File: config.mk
export PLATFORM = sky130hd
export DESIGN_NAME = ecc_scrub_ctrl
export DESIGN_NICKNAME = d
export VERILOG_FILES = /design/src/rtl/ecc_scrub_ctrl.sv
export SDC_FILE = /design/constraint.sdc
export NUM_CORES = 1
export LEC_CHECK = 0
export ABC_CLOCK_PERIOD_IN_PS = 3100
export BUFFER_PORTS_ARGS = -buffer_cell sky130_fd_sc_hd__buf_2
export CAP_MARGIN = 10
export CORE_MARGIN = 4
export CORE_UTILIZATION = 30
export CTS_CLUSTER_DIAMETER = 80
export DETAILED_ROUTE_END_ITERATION = 8
export HOLD_SLACK_MARGIN = 0.06
export PLACE_DENSITY = 0.64
export SYNTH_ARGS = -nofsm -noshare
export SYNTH_HDL_FRONTEND = slang
export SYNTH_SLANG_ARGS = --single-unit
File: constraint.sdc
create_clock -name clk -period 3.1 [get_ports clk]
set_clock_uncertainty 0.2 [all_clocks]
set_input_delay 0.155 -clock clk [delete_from_list [all_inputs] [get_ports clk]]
set_output_delay 0.155 -clock clk [all_outputs]
set_load 0.005 [all_outputs]
File: src/rtl/ecc_scrub_ctrl.sv
// ----------------------------------------------------------------------------
// ecc_scrub_ctrl
// Background scrubber for one ECC-protected memory. Walks addresses
// 0..DEPTH-1, reads each word through the shared (arbitrated) memory port,
// presents the captured word to an external combinational dual-checker, writes
// back corrected single-bit errors, and counts/logs uncorrectable and checker
// self-compare events.
//
// Ports:
//   clk, rst_n                 clock, async active-low reset
//   scrub_en, scrub_interval   enable and idle cycles between word scrubs
//   cnt_clr                    sync clear of counters and last_err_addr
//   mem_rd_*                   read request/grant, variable-latency return
//   ecc_*_in / ecc_* inputs    captured word to checker, checker results
//   mem_wr_*                   corrected write-back request/grant
//   sbit_cnt, dbit_cnt,
//   fault_cnt, last_err_addr   saturating statistics and error log
//   err_irq, pass_done         one-cycle event pulses
//   busy                       FSM not idle
//
// state   | meaning
// --------+-----------------------------------------------------------------
// IDLE    | scrubbing disabled, address pointer retained
// WAIT    | interval countdown between words
// RD_REQ  | read request held until granted
// RD_WAIT | waiting for read data valid, captures word on arrival
// CHECK   | single cycle evaluating checker outputs
// WR_REQ  | corrected write-back held until granted
// NEXT    | advance address, flag pass completion
// ----------------------------------------------------------------------------
module ecc_scrub_ctrl #(
   parameter int DATA_WIDTH   = 64,
   parameter int PARITY_WIDTH = 8,
   parameter int ADDR_WIDTH   = 10,
   parameter int DEPTH        = 1024,
   parameter int CNT_WIDTH    = 16
) (
   input  logic                    clk,
   input  logic                    rst_n,
   input  logic                    scrub_en,
   input  logic [15:0]             scrub_interval,
   input  logic                    cnt_clr,
   output logic                    mem_rd_req,
   output logic [ADDR_WIDTH-1:0]   mem_rd_addr,
   input  logic                    mem_rd_gnt,
   input  logic                    mem_rd_vld,
   input  logic [DATA_WIDTH-1:0]   mem_rd_data,
   input  logic [PARITY_WIDTH-1:0] mem_rd_parity,
   output logic [DATA_WIDTH-1:0]   ecc_data_in,
   output logic [PARITY_WIDTH-1:0] ecc_parity_in,
   input  logic [DATA_WIDTH-1:0]   ecc_data_out,
   input  logic                    ecc_sbit_err,
   input  logic                    ecc_dbit_err,
   input  logic                    ecc_fault,
   output logic                    mem_wr_req,
   output logic [ADDR_WIDTH-1:0]   mem_wr_addr,
   output logic [DATA_WIDTH-1:0]   mem_wr_data,
   input  logic                    mem_wr_gnt,
   output logic [CNT_WIDTH-1:0]    sbit_cnt,
   output logic [CNT_WIDTH-1:0]    dbit_cnt,
   output logic [CNT_WIDTH-1:0]    fault_cnt,
   output logic [ADDR_WIDTH-1:0]   last_err_addr,
   output logic                    err_irq,
   output logic                    pass_done,
   output logic                    busy
);

   typedef enum logic [2:0] {
      S_IDLE    = 3'd0,
      S_WAIT    = 3'd1,
      S_RD_REQ  = 3'd2,
      S_RD_WAIT = 3'd3,
      S_CHECK   = 3'd4,
      S_WR_REQ  = 3'd5,
      S_NEXT    = 3'd6
   } state_t;

   localparam logic [ADDR_WIDTH-1:0] LAST_ADDR = ADDR_WIDTH'(DEPTH - 1);
   localparam logic [CNT_WIDTH-1:0]  CNT_MAX   = '1;

   state_t                  state_q, state_d;
   logic [ADDR_WIDTH-1:0]   addr_q, addr_d;
   logic [15:0]             ival_q, ival_d;
   logic [DATA_WIDTH-1:0]   rd_data_q, rd_data_d;
   logic [PARITY_WIDTH-1:0] rd_par_q, rd_par_d;
   logic [DATA_WIDTH-1:0]   wr_data_q, wr_data_d;
   logic [CNT_WIDTH-1:0]    sbit_cnt_q, sbit_cnt_d;
   logic [CNT_WIDTH-1:0]    dbit_cnt_q, dbit_cnt_d;
   logic [CNT_WIDTH-1:0]    fault_cnt_q, fault_cnt_d;
   logic [ADDR_WIDTH-1:0]   last_err_q, last_err_d;
   logic                    err_irq_q, err_irq_d;
   logic                    pass_done_q, pass_done_d;
   logic                    sbit_inc, dbit_inc, fault_inc;

   always_comb begin
      state_d     = state_q;
      addr_d      = addr_q;
      ival_d      = ival_q;
      rd_data_d   = rd_data_q;
      rd_par_d    = rd_par_q;
      wr_data_d   = wr_data_q;
      err_irq_d   = 1'b0;
      pass_done_d = 1'b0;
      sbit_inc    = 1'b0;
      dbit_inc    = 1'b0;
      fault_inc   = 1'b0;

      unique case (state_q)
         S_IDLE: begin
            if (scrub_en) begin
               if (scrub_interval == 16'd0) begin
                  state_d = S_RD_REQ;
               end else begin
                  state_d = S_WAIT;
                  ival_d  = scrub_interval;
               end
            end
         end
         S_WAIT: begin
            if (!scrub_en) begin
               state_d = S_IDLE;
            end else if (ival_q <= 16'd1) begin
               state_d = S_RD_REQ;
            end else begin
               ival_d = ival_q - 16'd1;
            end
         end
         S_RD_REQ: begin
            if (mem_rd_gnt) state_d = S_RD_WAIT;
         end
         S_RD_WAIT: begin
            if (mem_rd_vld) begin
               rd_data_d = mem_rd_data;
               rd_par_d  = mem_rd_parity;
               state_d   = S_CHECK;
            end
         end
         S_CHECK: begin
            state_d = S_NEXT;
            if (ecc_fault) begin
               fault_inc = 1'b1;
               err_irq_d = 1'b1;
            end else if (ecc_dbit_err) begin
               dbit_inc  = 1'b1;
               err_irq_d = 1'b1;
            end else if (ecc_sbit_err) begin
               sbit_inc  = 1'b1;
               wr_data_d = ecc_data_out;
               state_d   = S_WR_REQ;
            end
         end
         S_WR_REQ: begin
            if (mem_wr_gnt) state_d = S_NEXT;
         end
         S_NEXT: begin
            if (addr_q == LAST_ADDR) begin
               addr_d      = '0;
               pass_done_d = 1'b1;
            end else begin
               addr_d = addr_q + 1'b1;
            end
            // scrub_en is only sampled here once a word has started, so a
            // disable always lets the current word (and its write-back) finish
            if (!scrub_en) begin
               state_d = S_IDLE;
            end else if (scrub_interval == 16'd0) begin
               state_d = S_RD_REQ;
            end else begin
               state_d = S_WAIT;
               ival_d  = scrub_interval;
            end
         end
         default: state_d = S_IDLE;
      endcase

      // clear has priority over any same-cycle increment
      sbit_cnt_d  = sbit_cnt_q;
      dbit_cnt_d  = dbit_cnt_q;
      fault_cnt_d = fault_cnt_q;
      last_err_d  = last_err_q;
      if (cnt_clr) begin
         sbit_cnt_d  = '0;
         dbit_cnt_d  = '0;
         fault_cnt_d = '0;
         last_err_d  = '0;
      end else begin
         if (sbit_inc && (sbit_cnt_q != CNT_MAX))   sbit_cnt_d  = sbit_cnt_q + 1'b1;
         if (dbit_inc && (dbit_cnt_q != CNT_MAX))   dbit_cnt_d  = dbit_cnt_q + 1'b1;
         if (fault_inc && (fault_cnt_q != CNT_MAX)) fault_cnt_d = fault_cnt_q + 1'b1;
         if (dbit_inc || fault_inc)                 last_err_d  = addr_q;
      end
   end

   always_ff @(posedge clk or negedge rst_n) begin
      if (!rst_n) begin
         state_q     <= S_IDLE;
         addr_q      <= '0;
         ival_q      <= '0;
         rd_data_q   <= '0;
         rd_par_q    <= '0;
         wr_data_q   <= '0;
         sbit_cnt_q  <= '0;
         dbit_cnt_q  <= '0;
         fault_cnt_q <= '0;
         last_err_q  <= '0;
         err_irq_q   <= 1'b0;
         pass_done_q <= 1'b0;
      end else begin
         state_q     <= state_d;
         addr_q      <= addr_d;
         ival_q      <= ival_d;
         rd_data_q   <= rd_data_d;
         rd_par_q    <= rd_par_d;
         wr_data_q   <= wr_data_d;
         sbit_cnt_q  <= sbit_cnt_d;
         dbit_cnt_q  <= dbit_cnt_d;
         fault_cnt_q <= fault_cnt_d;
         last_err_q  <= last_err_d;
         err_irq_q   <= err_irq_d;
         pass_done_q <= pass_done_d;
      end
   end

   assign mem_rd_req    = (state_q == S_RD_REQ);
   assign mem_rd_addr   = addr_q;
   assign ecc_data_in   = rd_data_q;
   assign ecc_parity_in = rd_par_q;
   assign mem_wr_req    = (state_q == S_WR_REQ);
   assign mem_wr_addr   = addr_q;
   assign mem_wr_data   = wr_data_q;
   assign sbit_cnt      = sbit_cnt_q;
   assign dbit_cnt      = dbit_cnt_q;
   assign fault_cnt     = fault_cnt_q;
   assign last_err_addr = last_err_q;
   assign err_irq       = err_irq_q;
   assign pass_done     = pass_done_q;
   assign busy          = (state_q != S_IDLE);

endmodule

==> results.md <==
- Status: finished, final reports clean
- Highest-delay cell along the critical path: dlygate4sd3_1
- PortBufs: 380
- GRT Overall Usage: 17.52%
- Initial antenna violation count: 0
- Path depth of the worst reg2reg path: 6
- Worst VDD drop: 0.0005825 V
- Post-synth EDFFs: 0
- Final Cell Area: 0.01521 sq mm
- Post-synth top flop: dfrtp_1
- 1st-iter DRT viols: 375
- H-Tree Level Count: 1
- Syn Nets: 1,129
- Most common library cells after synthesis: dfrtp_1, nand2_1, mux2_2
- Yosys top cell by area: dfrtp_1
- Share of layout cells above drive strength 1: 34.72%
- Setup total negative slack: 0 ns
- Synthesized area: 0.009946 sq mm
- Synth unique cells: 57
- Critical path arrival: 3.17 ns
- DRC: 0
- Via Count: 9,259
- Final hold violation count: 0
- Grt ovf: 0
- Hold Path Class: in -> reg
- Ys async rst share: 100.0%
- Clk sinks: 225
- Post-synthesis sequential area ratio: 56.61%
- Critical path startpoint category: input pin
- Largest net degree at the start of global routing: 71
- Vias/cell: 4.683
- Initial Util: 30.49%
- Worst hold start: ecc_data_out[14]
- Worst reg-to-reg setup slack: 0.22 ns
- #FFs+latches synth: 225
- Post-place instance area: 0.01236 sq mm
- Core area: 0.03262 sq mm
- NumNets Final: 1,683
- WL/cell: 16.53 um
- Die footprint: 0.03613 sq mm
- N_diodes: 0
- Reg2reg end: state_q[1]$_DFFE_PN0P_
- CTS clock-pin slew for the worst setup and hold paths: 0.06 ns
- Worst R2R Start: ival_q[8]$_DFFE_PN0P_
- Layout Area Growth over Synthesis: 52.96%
- Lkg Pwr: 7.496 nW
- First-pass GRT wire length: 51,940 um
- Final wirelength: 32,670 um
- WS Path Type: in -> reg
- RSZ-0062 raised after global routing: false
- Yosys top cell area share: 56.61%
- Synth Instances: 961
- Cell area power density: 773.8 mW/mm^2
- CP Data Required Time: 3.31 ns
- Detail Route Antenna Nets: 0
- Root Buffer: clkbuf_16
- Max-cap check violation count: 0
- Yosys Warn Count: 0
- Area contributors post-synth: dfrtp_1, mux2_2, nand2_1, nor2_1, xnor2_1
- Standard-cell row count: 66
- Slew Limit Fails: 0
- Die width: 190.1 um
- Cell mode on critical path: dlygate4sd3_1
- Worst-skew pair later-pin latency: 0.53 ns
- Fin crit share: 95.29%
- Crit path from: scrub_interval[9]
- Clock Path Buffers: 3
- Hpwl dp: 21,530 um
- CP peak stage delay: 0.56 ns
- Syn_area_per_cell: 10.35 sq um
- Hold EP: mem_wr_data[14]$_DFFE_PN0P_
- Cell with the most instances after synthesis: dfrtp_1
- Hold Path Depth: 4
- GP Congestion: 0.8390
- Fill count: 2,962
- CTS Buf Count: 28
- I/O pin cnt: 381
- Fin crit period: 2.954 ns
- Endpoints failing setup: 0
- Die Y: 190.1 um
- Endpoint class of the critical path: register
- Vias in the first global route: 9,639
- Relative slew slack: 53.27%
- Crit-path max FO: 3
- Cells along the critical path: dlygate4sd3_1 > buf_2 > nor4_1 > nand4_1 > a31oi_1 > dlygate4sd3_1 > a21oi_1 > mux2_2 > dlygate4sd3_1
- Pre-antenna DRT Iters: 5
- Worst slew pin tran: 0.6979 ns
- CTS tree: done
- Max Freq: 0.3385 GHz
- Setup Fix Bufs, Post-CTS: 0
area by class of cell:
cell class | instances | area [sq um] | share of cell area, %
multi-input cells | 670 | 4061 | 26.70
well taps | 442 | 553.0 | 3.635
repair buffers | 580 | 3941 | 25.91
inverters | 10 | 37.54 | 0.2467
clock buffers | 40 | 827.0 | 5.436
flip-flops and latches | 225 | 5630 | 37.01
clock inverters | 10 | 162.7 | 1.069
registers in the layout, summed over array words and instances, names as in the netlist, 8 cells and up:
signal and cells:
ecc_data_in 64, last_err_addr 10, fault_cnt 16, mem_wr_data 64, ecc_parity_in 8, ival_q 16, dbit_cnt 16, sbit_cnt 16
mem_rd_addr 10
metal layers:
metal,vias to the layer above,routed length [um],part of all wire (%),GRT usage [%]
li1,4401,-,-,-
met1,4453,13190,40,21.57
met2,323,16380,50,30.38
met3,82,2014,6.2,4.110
met4,0,1090,3.3,5.787
met5,-,0,0,0
metrics by stage:
step / power [W] / hold WS (ns) / setup slack [ns] / instances / utilization, %
3_3_place_gp: 0.007797 / -0.05581 / 0.6911 / 1743 / 37.89
3_5_place_dp: 0.007906 / -0.05724 / 0.5989 / 1743 / 37.89
4_1_cts: 0.01185 / 0.1085 / 0.1907 / 1977 / 46.62
5_1_grt: 0.01254 / 0.1264 / 0.04310 / 1977 / 46.64
6_report: 0.01177 / 0.1438 / 0.1460 / 1977 / 46.64
2_1_floorplan: 0.006263 / -0.3406 / 0.8459 / 961 / -
critical path, delay by kind of cell:
family | cells | cell delay (ns)
buffers and inverters | 4 | 1.82
and+or+nand+nor | 2 | 0.69
muxes | 1 | 0.26
AOI/OAI and AO/OA | 2 | 0.25
cell usage in the layout, fill, tap and decap left out, types with 6 or more instances in the layout:
master,count
a21oi_1,35
and4_1,8
buf_2,379
buf_4,12
clkbuf_16,29
clkbuf_8,6
dfrtp_1,225
dlygate4sd3_1,183
ha_1,6
inv_1,10
mux2_2,76
mux2i_1,14
nand2_1,224
nand3_1,21
nand4_1,16
nor2_1,70
nor3_1,22
nor4_1,15
nor4b_1,6
o21ai_0,33
o2bb2ai_1,7
or3_1,10
xnor2_1,30
worst max path at each step:
| stage | endpoint |
|---|---|
| 6_report | state_q[0]$_DFFE_PN0P_ |
| 5_1_grt | state_q[0]$_DFFE_PN0P_ |
| 4_1_cts | state_q[0]$_DFFE_PN0P_ |
| 3_5_place_dp | sbit_cnt[13]$_DFFE_PN0P_ |
| 3_3_place_gp | sbit_cnt[15]$_DFFE_PN0P_ |
| 2_1_floorplan | ival_q[12]$_DFFE_PN0P_ |
logic make-up after synthesis:
kind of cell	after synthesis	share of synthesized area (%)
AOI/OAI and AO/OA	109	6.743
xor gates and xnor gates	35	3.082
adders and majority gates	6	0.7548
buffers and inverters	66	2.981
DFF	225	56.61
muxes	90	10.01
and+or+nand+nor	430	19.81
power by group:
| group | switching, W | internal, W |
|---|---|---|
| combinational | 0.00171 | 0.00198 |
| sequential | 0.000693 | 0.00395 |
| clock | 0.00126 | 0.00218 |
| total | 0.00367 | 0.00811 |
what timing repair did:
action | 4_1_cts | 5_1_grt
hold buffers | 184 | 0
hold endpoints to repair | 411 | 0
endpoints found under the setup margin | 0 | 1
gates resized for setup | 0 | 1
Power figures use the tool's default switching activity.
